## src/rtl/bnn_conv3x3_mk.sv

```systemverilog
// bnn_conv3x3_mk: multi-kernel binary 3x3 convolution engine.
// Streams square binary images (one row per word) from the input SRAM and
// writes one thresholded XNOR/popcount output row per kernel and output row.
module bnn_conv3x3_mk #(
  parameter int MAX_DIM = 16,
  parameter int NUM_K   = 2,
  parameter int WBASE   = 1,
  parameter int ADDR_W  = 12,
  parameter int DATA_W  = 16
) (
  input  logic              clk,
  input  logic              reset_b,
  input  logic              dut_run,
  output logic              dut_busy,
  output logic              dut_error,
  output logic [ADDR_W-1:0] dut_sram_read_address,
  input  logic [DATA_W-1:0] sram_dut_read_data,
  output logic [ADDR_W-1:0] dut_sram_write_address,
  output logic [DATA_W-1:0] dut_sram_write_data,
  output logic              dut_sram_write_enable,
  output logic [ADDR_W-1:0] dut_wmem_read_address,
  input  logic [DATA_W-1:0] wmem_dut_read_data
);

  localparam int K_W   = (NUM_K > 1) ? $clog2(NUM_K) : 1;
  localparam int DIM_W = $clog2(MAX_DIM + 1);
  localparam logic [DATA_W-1:0] TERM_WORD = DATA_W'(255);
  localparam logic [DATA_W-1:0] DIM_LO    = DATA_W'(3);
  localparam logic [DATA_W-1:0] DIM_HI    = DATA_W'(MAX_DIM);

  typedef enum logic [2:0] {
    S_IDLE, S_LOAD_W, S_HDR, S_FILL, S_RUN, S_NEXT, S_DONE
  } state_t;

  state_t             state;
  logic [3:0]         step;
  logic [K_W-1:0]     k_idx;
  logic [DIM_W-1:0]   n_dim;
  logic [DIM_W-1:0]   row_cnt;
  logic [ADDR_W-1:0]  img_base;
  logic [ADDR_W-1:0]  wr_cnt;
  logic [DATA_W-1:0]  win0;
  logic [DATA_W-1:0]  win1;
  logic [8:0]         kern [0:NUM_K-1];
  logic [3:0]         thr  [0:NUM_K-1];

  logic [8:0]         kern_sel;
  logic [3:0]         thr_eff;
  logic [DIM_W-1:0]   last_col;
  logic [8:0]         win9;
  logic [3:0]         cnt;
  logic [DATA_W-1:0]  row_out;
  logic [ADDR_W-1:0]  next_base;
  logic               unused_wbits;

  assign unused_wbits = ^wmem_dut_read_data[DATA_W-1:13];
  assign next_base    = img_base + ADDR_W'(n_dim) + 1'b1;

  // One output row: window rows win0/win1 plus the row word arriving now.
  always_comb begin
    kern_sel = kern[k_idx];
    thr_eff  = (thr[k_idx] == 4'd0) ? 4'd5 : thr[k_idx];
    last_col = n_dim - DIM_W'(3);
    row_out  = '0;
    win9     = '0;
    cnt      = '0;
    for (int c = 0; c <= DATA_W - 3; c++) begin
      win9 = {sram_dut_read_data[c +: 3], win1[c +: 3], win0[c +: 3]};
      cnt  = '0;
      for (int b = 0; b < 9; b++) begin
        cnt = cnt + {3'b000, ~(win9[b] ^ kern_sel[b])};
      end
      // Thresholds above 9 can never be met by a 9-bit popcount.
      row_out[c] = (cnt >= thr_eff) && (c <= int'(last_col));
    end
  end

  // Sequencer: weight load, header decode, window fill, row streaming.
  always_ff @(posedge clk or negedge reset_b) begin
    if (!reset_b) begin
      state                  <= S_IDLE;
      step                   <= '0;
      k_idx                  <= '0;
      n_dim                  <= '0;
      row_cnt                <= '0;
      img_base               <= '0;
      wr_cnt                 <= '0;
      win0                   <= '0;
      win1                   <= '0;
      for (int i = 0; i < NUM_K; i++) begin
        kern[i] <= '0;
        thr[i]  <= '0;
      end
      dut_busy               <= 1'b0;
      dut_error              <= 1'b0;
      dut_sram_read_address  <= '0;
      dut_sram_write_address <= '0;
      dut_sram_write_data    <= '0;
      dut_sram_write_enable  <= 1'b0;
      dut_wmem_read_address  <= '0;
    end else begin
      dut_sram_write_enable <= 1'b0;
      case (state)
        S_IDLE: begin
          if (dut_run) begin
            state                 <= S_LOAD_W;
            dut_busy              <= 1'b1;
            dut_error             <= 1'b0;
            step                  <= '0;
            k_idx                 <= '0;
            img_base              <= '0;
            wr_cnt                <= '0;
            dut_sram_read_address <= '0;
            dut_wmem_read_address <= ADDR_W'(WBASE);
          end
        end
        S_LOAD_W: begin
          // Word for address WBASE+i arrives one cycle after it is presented.
          for (int i = 0; i < NUM_K; i++) begin
            if (step == 4'(i + 1)) begin
              kern[i] <= wmem_dut_read_data[8:0];
              thr[i]  <= wmem_dut_read_data[12:9];
            end
          end
          if (step < 4'(NUM_K - 1)) begin
            dut_wmem_read_address <= dut_wmem_read_address + 1'b1;
          end
          if (step == 4'(NUM_K)) begin
            state <= S_HDR;
            step  <= '0;
          end else begin
            step <= step + 1'b1;
          end
        end
        S_HDR: begin
          // Read address already points at img_base; wait one cycle for data.
          if (step == 4'd0) begin
            step <= 4'd1;
          end else begin
            step <= '0;
            if (sram_dut_read_data == TERM_WORD) begin
              state <= S_DONE;
            end else if (sram_dut_read_data < DIM_LO || sram_dut_read_data > DIM_HI) begin
              dut_error <= 1'b1;
              state     <= S_DONE;
            end else begin
              n_dim                 <= sram_dut_read_data[DIM_W-1:0];
              dut_sram_read_address <= img_base + 1'b1;
              state                 <= S_FILL;
            end
          end
        end
        S_FILL: begin
          dut_sram_read_address <= dut_sram_read_address + 1'b1;
          if (step == 4'd1) begin
            win0 <= sram_dut_read_data;
          end
          if (step == 4'd2) begin
            win1    <= sram_dut_read_data;
            row_cnt <= '0;
            step    <= '0;
            state   <= S_RUN;
          end else begin
            step <= step + 1'b1;
          end
        end
        S_RUN: begin
          dut_sram_write_enable  <= 1'b1;
          dut_sram_write_address <= wr_cnt;
          dut_sram_write_data    <= row_out;
          wr_cnt                 <= wr_cnt + 1'b1;
          win0                   <= win1;
          win1                   <= sram_dut_read_data;
          dut_sram_read_address  <= dut_sram_read_address + 1'b1;
          row_cnt                <= row_cnt + 1'b1;
          if (row_cnt == last_col) begin
            state <= S_NEXT;
          end
        end
        S_NEXT: begin
          if (k_idx == K_W'(NUM_K - 1)) begin
            k_idx                 <= '0;
            img_base              <= next_base;
            dut_sram_read_address <= next_base;
            state                 <= S_HDR;
          end else begin
            k_idx                 <= k_idx + 1'b1;
            dut_sram_read_address <= img_base + 1'b1;
            state                 <= S_FILL;
          end
        end
        S_DONE: begin
          dut_busy <= 1'b0;
          state    <= S_IDLE;
        end
        default: state <= S_IDLE;
      endcase
    end
  end

endmodule

```

## config.mk

```make
export PLATFORM = sky130hd
export DESIGN_NAME = bnn_conv3x3_mk
export DESIGN_NICKNAME = d
export VERILOG_FILES = /design/src/rtl/bnn_conv3x3_mk.sv
export SDC_FILE = /design/constraint.sdc
export NUM_CORES = 1
export LEC_CHECK = 0
export ABC_AREA = 1
export CAP_MARGIN = 15
export CORE_MARGIN = 2
export CORE_UTILIZATION = 55
export CTS_BUF_LIST = sky130_fd_sc_hd__clkbuf_4 sky130_fd_sc_hd__clkbuf_8
export DETAILED_ROUTE_END_ITERATION = 16
export PLACE_DENSITY = 0.75
export SYNTH_ARGS = -nofsm -noshare
export SYNTH_HDL_FRONTEND = slang
export SYNTH_SLANG_ARGS = --single-unit
```

## constraint.sdc

```tcl
create_clock -name clk -period 9.6 [get_ports clk]
set_clock_uncertainty 0.05 [all_clocks]
set_input_delay 1.92 -clock clk [delete_from_list [all_inputs] [get_ports clk]]
set_output_delay 1.92 -clock clk [all_outputs]
set_load 0.02 [all_outputs]
```

==> results of run 1 <==
==> routing by layer <==
layer / share of wire / up-vias / wire, um / GRT usage
li1: - / 5341 / - / -
met1: 0.45 / 5252 / 14300 / 0.364
met2: 0.47 / 294 / 14900 / 0.431
met3: 0.053 / 63 / 1690 / 0.0400
met4: 0.027 / 0 / 867 / 0.0939
met5: 0 / - / 0 / 0
==> final cells by class <==
cell class                      count  area [sq um]  share of cell area
Clock inverter                     15           194              0.0134
Multi-Input combinational cell   1171          7950               0.547
Inverter                          275          1030              0.0711
Sequential cell                   153          3830               0.264
Timing Repair Buffer               90           887              0.0611
Clock buffer                       17           234              0.0161
Tap cell                          319           399              0.0275
==> layout by cell type (no fill, tap or decap), drive strengths merged, types with 11 or more instances in the layout <==
master           n
xor2           136
o21ai          136
a21oi           42
clkbuf          17
nor3            11
nor2           108
o211ai          31
inv            279
nand2          358
nand4           22
clkinv          11
dfrtp          153
fa              71
xnor2           16
nand3           94
ha              98
clkdlybuf4s50   83
==> path summary, 6_finish.rpt <==
path	start	cells after the start	slack, ns	endpoint
setup / recovery	k_idx	20	3.26	dut_sram_write_data[3]
max in group asynchronous	reset_b	2	6.64	win1[13]
min in group asynchronous	reset_b	1	1.48	dut_sram_write_address[1]
hold reg to reg	wr_cnt[9]	1	0.39	wr_cnt[9]
setup reg to reg	k_idx	20	3.26	dut_sram_write_data[3]
hold / removal	wr_cnt[9]	1	0.39	wr_cnt[9]
==> logic make-up (layout without fill, tap and decap cells) <==
logic type / Yosys count / count (layout) / synth area share
fa+ha+maj: 169 / 169 / 0.203
flops: 153 / 153 / 0.294
xor+xnor: 152 / 152 / 0.102
buf+inv: 316 / 397 / 0.0959
other cells: 1 / 2 / 0.000288
simple gates: 606 / 606 / 0.196
mux: 1 / 1 / 0.000769
compound gates: 241 / 241 / 0.107
==> registers in the layout, indices dropped and copies added (netlist names), 3 cells and up <==
signal / flops
state: 3
thr: 8
wr_cnt: 12
dut_sram_write_address: 12
dut_wmem_read_address: 12
img_base: 12
win1: 16
dut_sram_write_data: 14
dut_sram_read_address: 12
n_dim: 5
kern: 18
win0: 16
row_cnt: 5
step: 4
==> per-stage QoR <==
stage | cells | worst slack, ns | utilization | area, sq um
floorplan | 1640 | 4.51 | - | 13000
finish | 2040 | 3.26 | 0.623 | 14500
detailed placement | 2008 | 3.36 | 0.604 | 14100
global placement | 2008 | 3.46 | 0.604 | 14100
CTS | 2040 | 3.33 | 0.623 | 14500
global route | 2040 | 2.94 | 0.623 | 14500
==> results.cfg, run 1 <==
[run_status]
outcome = complete, no violations

[drt]
vias_per_cell = 5.37
dr.pass1.iters = 5
routedWlPerCell_um = 15.5
vias = 10950
drt_iter0_drc = 729
detail-route-antenna-nets = 0
wl_um = 31700
drc = 0

[finish]
antenna-diode-count = 0
areaGrowthSynthToFinish_pct = 11.6
drive_gt1_frac = 0.0395
n_fill_cell = 2092
nets = 1912

[clocking]
cts_sinks = 153
clk_pin_slew_ns = 0.11
htree_levels = 4
insertion_delay_ns = 0.49
clockRootBuffer = clkbuf_8
postCtsHoldBufs = 0
cts_resized = 0
cts.path.max_buffers = 2
cts_tree = yes
post_cts_buffers = 0
cts_buffers = 17

[die]
die_area_sq_um = 24900
row_count = 56
core_sq_um = 23300
fp.dieH_um = 158
io_pins = 90
chipWidth_um = 158
start_util = 0.558

[synth]
synth_top_area_cell = dfrtp_1
ys_seq_area_frac = 0.294
synthTopCellsByArea = dfrtp_1 29%, fa_1 11%, nand2_1 10%
synth.distinct_cells = 47
ys_ff_latch = 153
synthArstFlopShare = 1.00
netlist.area_leader.share = 0.294
syn_inst = 1639
synth.avg_cell_area_sq_um = 7.94
synth_most_common_cell = nand2_1
mappedNetlistArea_sq_um = 13000
synth_common_cells = 357 x nand2_1, 270 x inv_1, 153 x dfrtp_1
synth_edf_count = 0
synthFlopType = dfrtp_1
yosysWarningCount = 0

[timing]
min_period_ns = 6.34
slew_headroom = 0.297
worst_hold_slack_ns = 0.394
period_share = 0.660
fin_tns_setup_ns = 0
worst_pin_slew_ns = 1.05
rsz0062_at_grt = no
setup_viol = 0
hold_violations = 0
fmax_mhz = 158
maxSlewViolCount = 0

[placed_design]
dp.final_hpwl_um = 23400
io_buffers = 84
gp_congestion = 0.906

[worst_setup_path]
path_buf_inv = 6
crit_fanout = 16
crit_path_top_delay_cell = dfrtp_1
path_common_cell = inv_1
critical_path_class = reg -> reg
cpPeakStageDelay_ns = 0.76
cp_data_required_time_ns = 9.88
crit_family = adder cells
path_cells = inv_1, nand2_1, nand2_1, xor2_1, fa_1, inv_1, fa_1, inv_1, fa_1, inv_1, fa_1, fa_1, inv_1, ha_1, inv_1, nor2_1, o211ai_1, nand3_1, o21ai_0, o21ai_0
setup.worst_path.end_class = flop
critical_path_arrival_ns = 6.61
start_kind = flop

[grt]
antenna_found_initial = 0
grt_overflow = 0
track_usage = 0.266
first_global_vias = 10917
grt_pass1_wl_um = 52600
grt_max_degree = 97

[flow_run]
max-cap-violations = 0

[worst_hold_path]
min_path_type = reg -> reg
Power of run 1 is left out: the tool's default activity adds up to more than one toggle a clock period on the data nets, which glitch-free logic cannot reach.
==> run 2, diff against run 1 <==
--- a/config.mk
+++ b/config.mk
@@ -11,7 +11,7 @@
 export CORE_UTILIZATION = 55
 export CTS_BUF_LIST = sky130_fd_sc_hd__clkbuf_4 sky130_fd_sc_hd__clkbuf_8
 export DETAILED_ROUTE_END_ITERATION = 16
-export PLACE_DENSITY = 0.75
+export PLACE_DENSITY = 0.78
 export SYNTH_ARGS = -nofsm -noshare
 export SYNTH_HDL_FRONTEND = slang
 export SYNTH_SLANG_ARGS = --single-unit
==> constraint.sdc (replaced) <==
create_clock -name clk -period 5.55 [get_ports clk]
set_clock_uncertainty 0.05 [all_clocks]
set_input_delay 1.11 -clock clk [delete_from_list [all_inputs] [get_ports clk]]
set_output_delay 1.11 -clock clk [all_outputs]
set_load 0.02 [all_outputs]
==> results.cfg, run 2 (same netlist as run 1, synthesis figures left out) <==
[drt]
wl_um = 32200
dr.pass1.iters = 6
detail-route-antenna-nets = 0
drt_iter0_drc = 786
vias = 11127
vias_per_cell = 5.41
drc = 0
routedWlPerCell_um = 15.6

[worst_setup_path]
setup.worst_path.end_class = flop
critical_path_arrival_ns = 5.56
r2r-start = k_idx
r2r_cells = 21
setup.reg_to_reg.worst_slack_ns = 0.30
crit_path_top_delay_cell = fa_1
cpPeakStageDelay_ns = 0.54
critical_path_class = reg -> reg
start_kind = flop
path_cells = buf_4, nand2_1, nand2_1, buf_4, xor2_1, fa_1, inv_1, fa_1, inv_1, fa_1, inv_1, fa_1, fa_1, inv_1, ha_1, inv_1, nor2_1, o211ai_1, nand3_1, o21ai_0, nand2_1
r2r-end = dut_sram_write_data[2]
crit_fanout = 9
cp-startpoint = k_idx
cp_data_required_time_ns = 5.86
worstSetupEndpoint = dut_sram_write_data[2]

[grt]
antenna_found_initial = 0
first_global_vias = 11121
grt_overflow = 0
track_usage = 0.270
grt_pass1_wl_um = 53300
grt_max_degree = 59

[timing]
min_period_ns = 5.25
rsz0062_at_grt = no
slew_headroom = 0.323
fmax_mhz = 190
fin_tns_setup_ns = 0
period_share = 0.947
hold_violations = 0
fin_ws_ns = 0.297
worst_pin_slew_ns = 1.01
setup_viol = 0
maxSlewViolCount = 0

[die]
core_sq_um = 23300
row_count = 56
die_area_sq_um = 24900
start_util = 0.558
fp.dieH_um = 158
io_pins = 90
chipWidth_um = 158

[clocking]
clockRootBuffer = clkbuf_8
cts_tree = yes
clk_pin_slew_ns = 0.11
cts_sinks = 153
htree_levels = 4
post_cts_buffers = 0
postCtsHoldBufs = 0
cts_buffers = 17
cts_resized = 0
cts.path.max_buffers = 2
insertion_delay_ns = 0.48

[finish]
areaGrowthSynthToFinish_pct = 12.7
drive_gt1_frac = 0.0489
stdcell_count = 2057
top_register = kern
reg_top3 = kern: 18 flops, win0: 16 flops, win1: 16 flops
mostFrequentLayoutCells = 356 x nand2_1, 270 x inv_1, 153 x dfrtp_1, 136 x xor2_1, 131 x o21ai_0
post-route-util = 0.629
nets = 1929
final_common_cell = nand2_1
antenna-diode-count = 0
largest_reg_flops = 18

[placed_design]
dp.final_hpwl_um = 23700
gp_congestion = 0.899
preCtsSetupSlack_ns = 0.378
io_buffers = 84
place_inst = 2024

[run_status]
outcome = complete, no violations

[flow_run]
max-cap-violations = 0

[worst_hold_path]
min_path_type = reg -> reg
## run 2: critical path, delay by kind of cell, from the launching register on
| kind | cells | cell delay (ns) |
|---|---|---|
| buf+inv | 7 | 0.78 |
| flops | 1 | 0.41 |
| simple gates | 5 | 0.65 |
| fa+ha+maj | 6 | 2.80 |
| xor+xnor | 1 | 0.16 |
| compound gates | 2 | 0.31 |
## run 2: layout make-up
type	instances	area (sq um)
clock buffer	17	234
clock inverter	15	199
fill	2013	8670
inverter	275	1030
multi-input combinational	1171	7950
sequential	153	3830
tap	319	399
timing repair buffer	107	1020
## run 2: worst min path at each step
stage                         start   endpoint  slack (ns)  cells after the start
final                     wr_cnt[9]  wr_cnt[9]        0.42                      1
after global routing      wr_cnt[9]  wr_cnt[9]        0.45                      1
after CTS                 wr_cnt[9]  wr_cnt[9]        0.41                      1
after detailed placement  wr_cnt[9]  wr_cnt[9]        0.39                      1
after global placement    wr_cnt[9]  wr_cnt[9]        0.38                      1
after floorplan           wr_cnt[9]  wr_cnt[9]        0.37                      1
## run 2: per-layer routing
layer	vias to the layer above	global-route usage	share of wire
met5	-	0	0
met4	0	0.0913	0.024
met3	56	0.0372	0.060
met2	375	0.451	0.48
met1	5311	0.361	0.44
li1	5385	-	-
## run 2: per-stage QoR
step / hold WS (ns) / area (sq um)
2_1_floorplan: 0.367 / 13000
3_3_place_gp: 0.378 / 14200
3_5_place_dp: 0.390 / 14200
4_1_cts: 0.406 / 14700
5_1_grt: 0.446 / 14700
6_report: 0.416 / 14700
Power of run 2 is left out for the same reason.
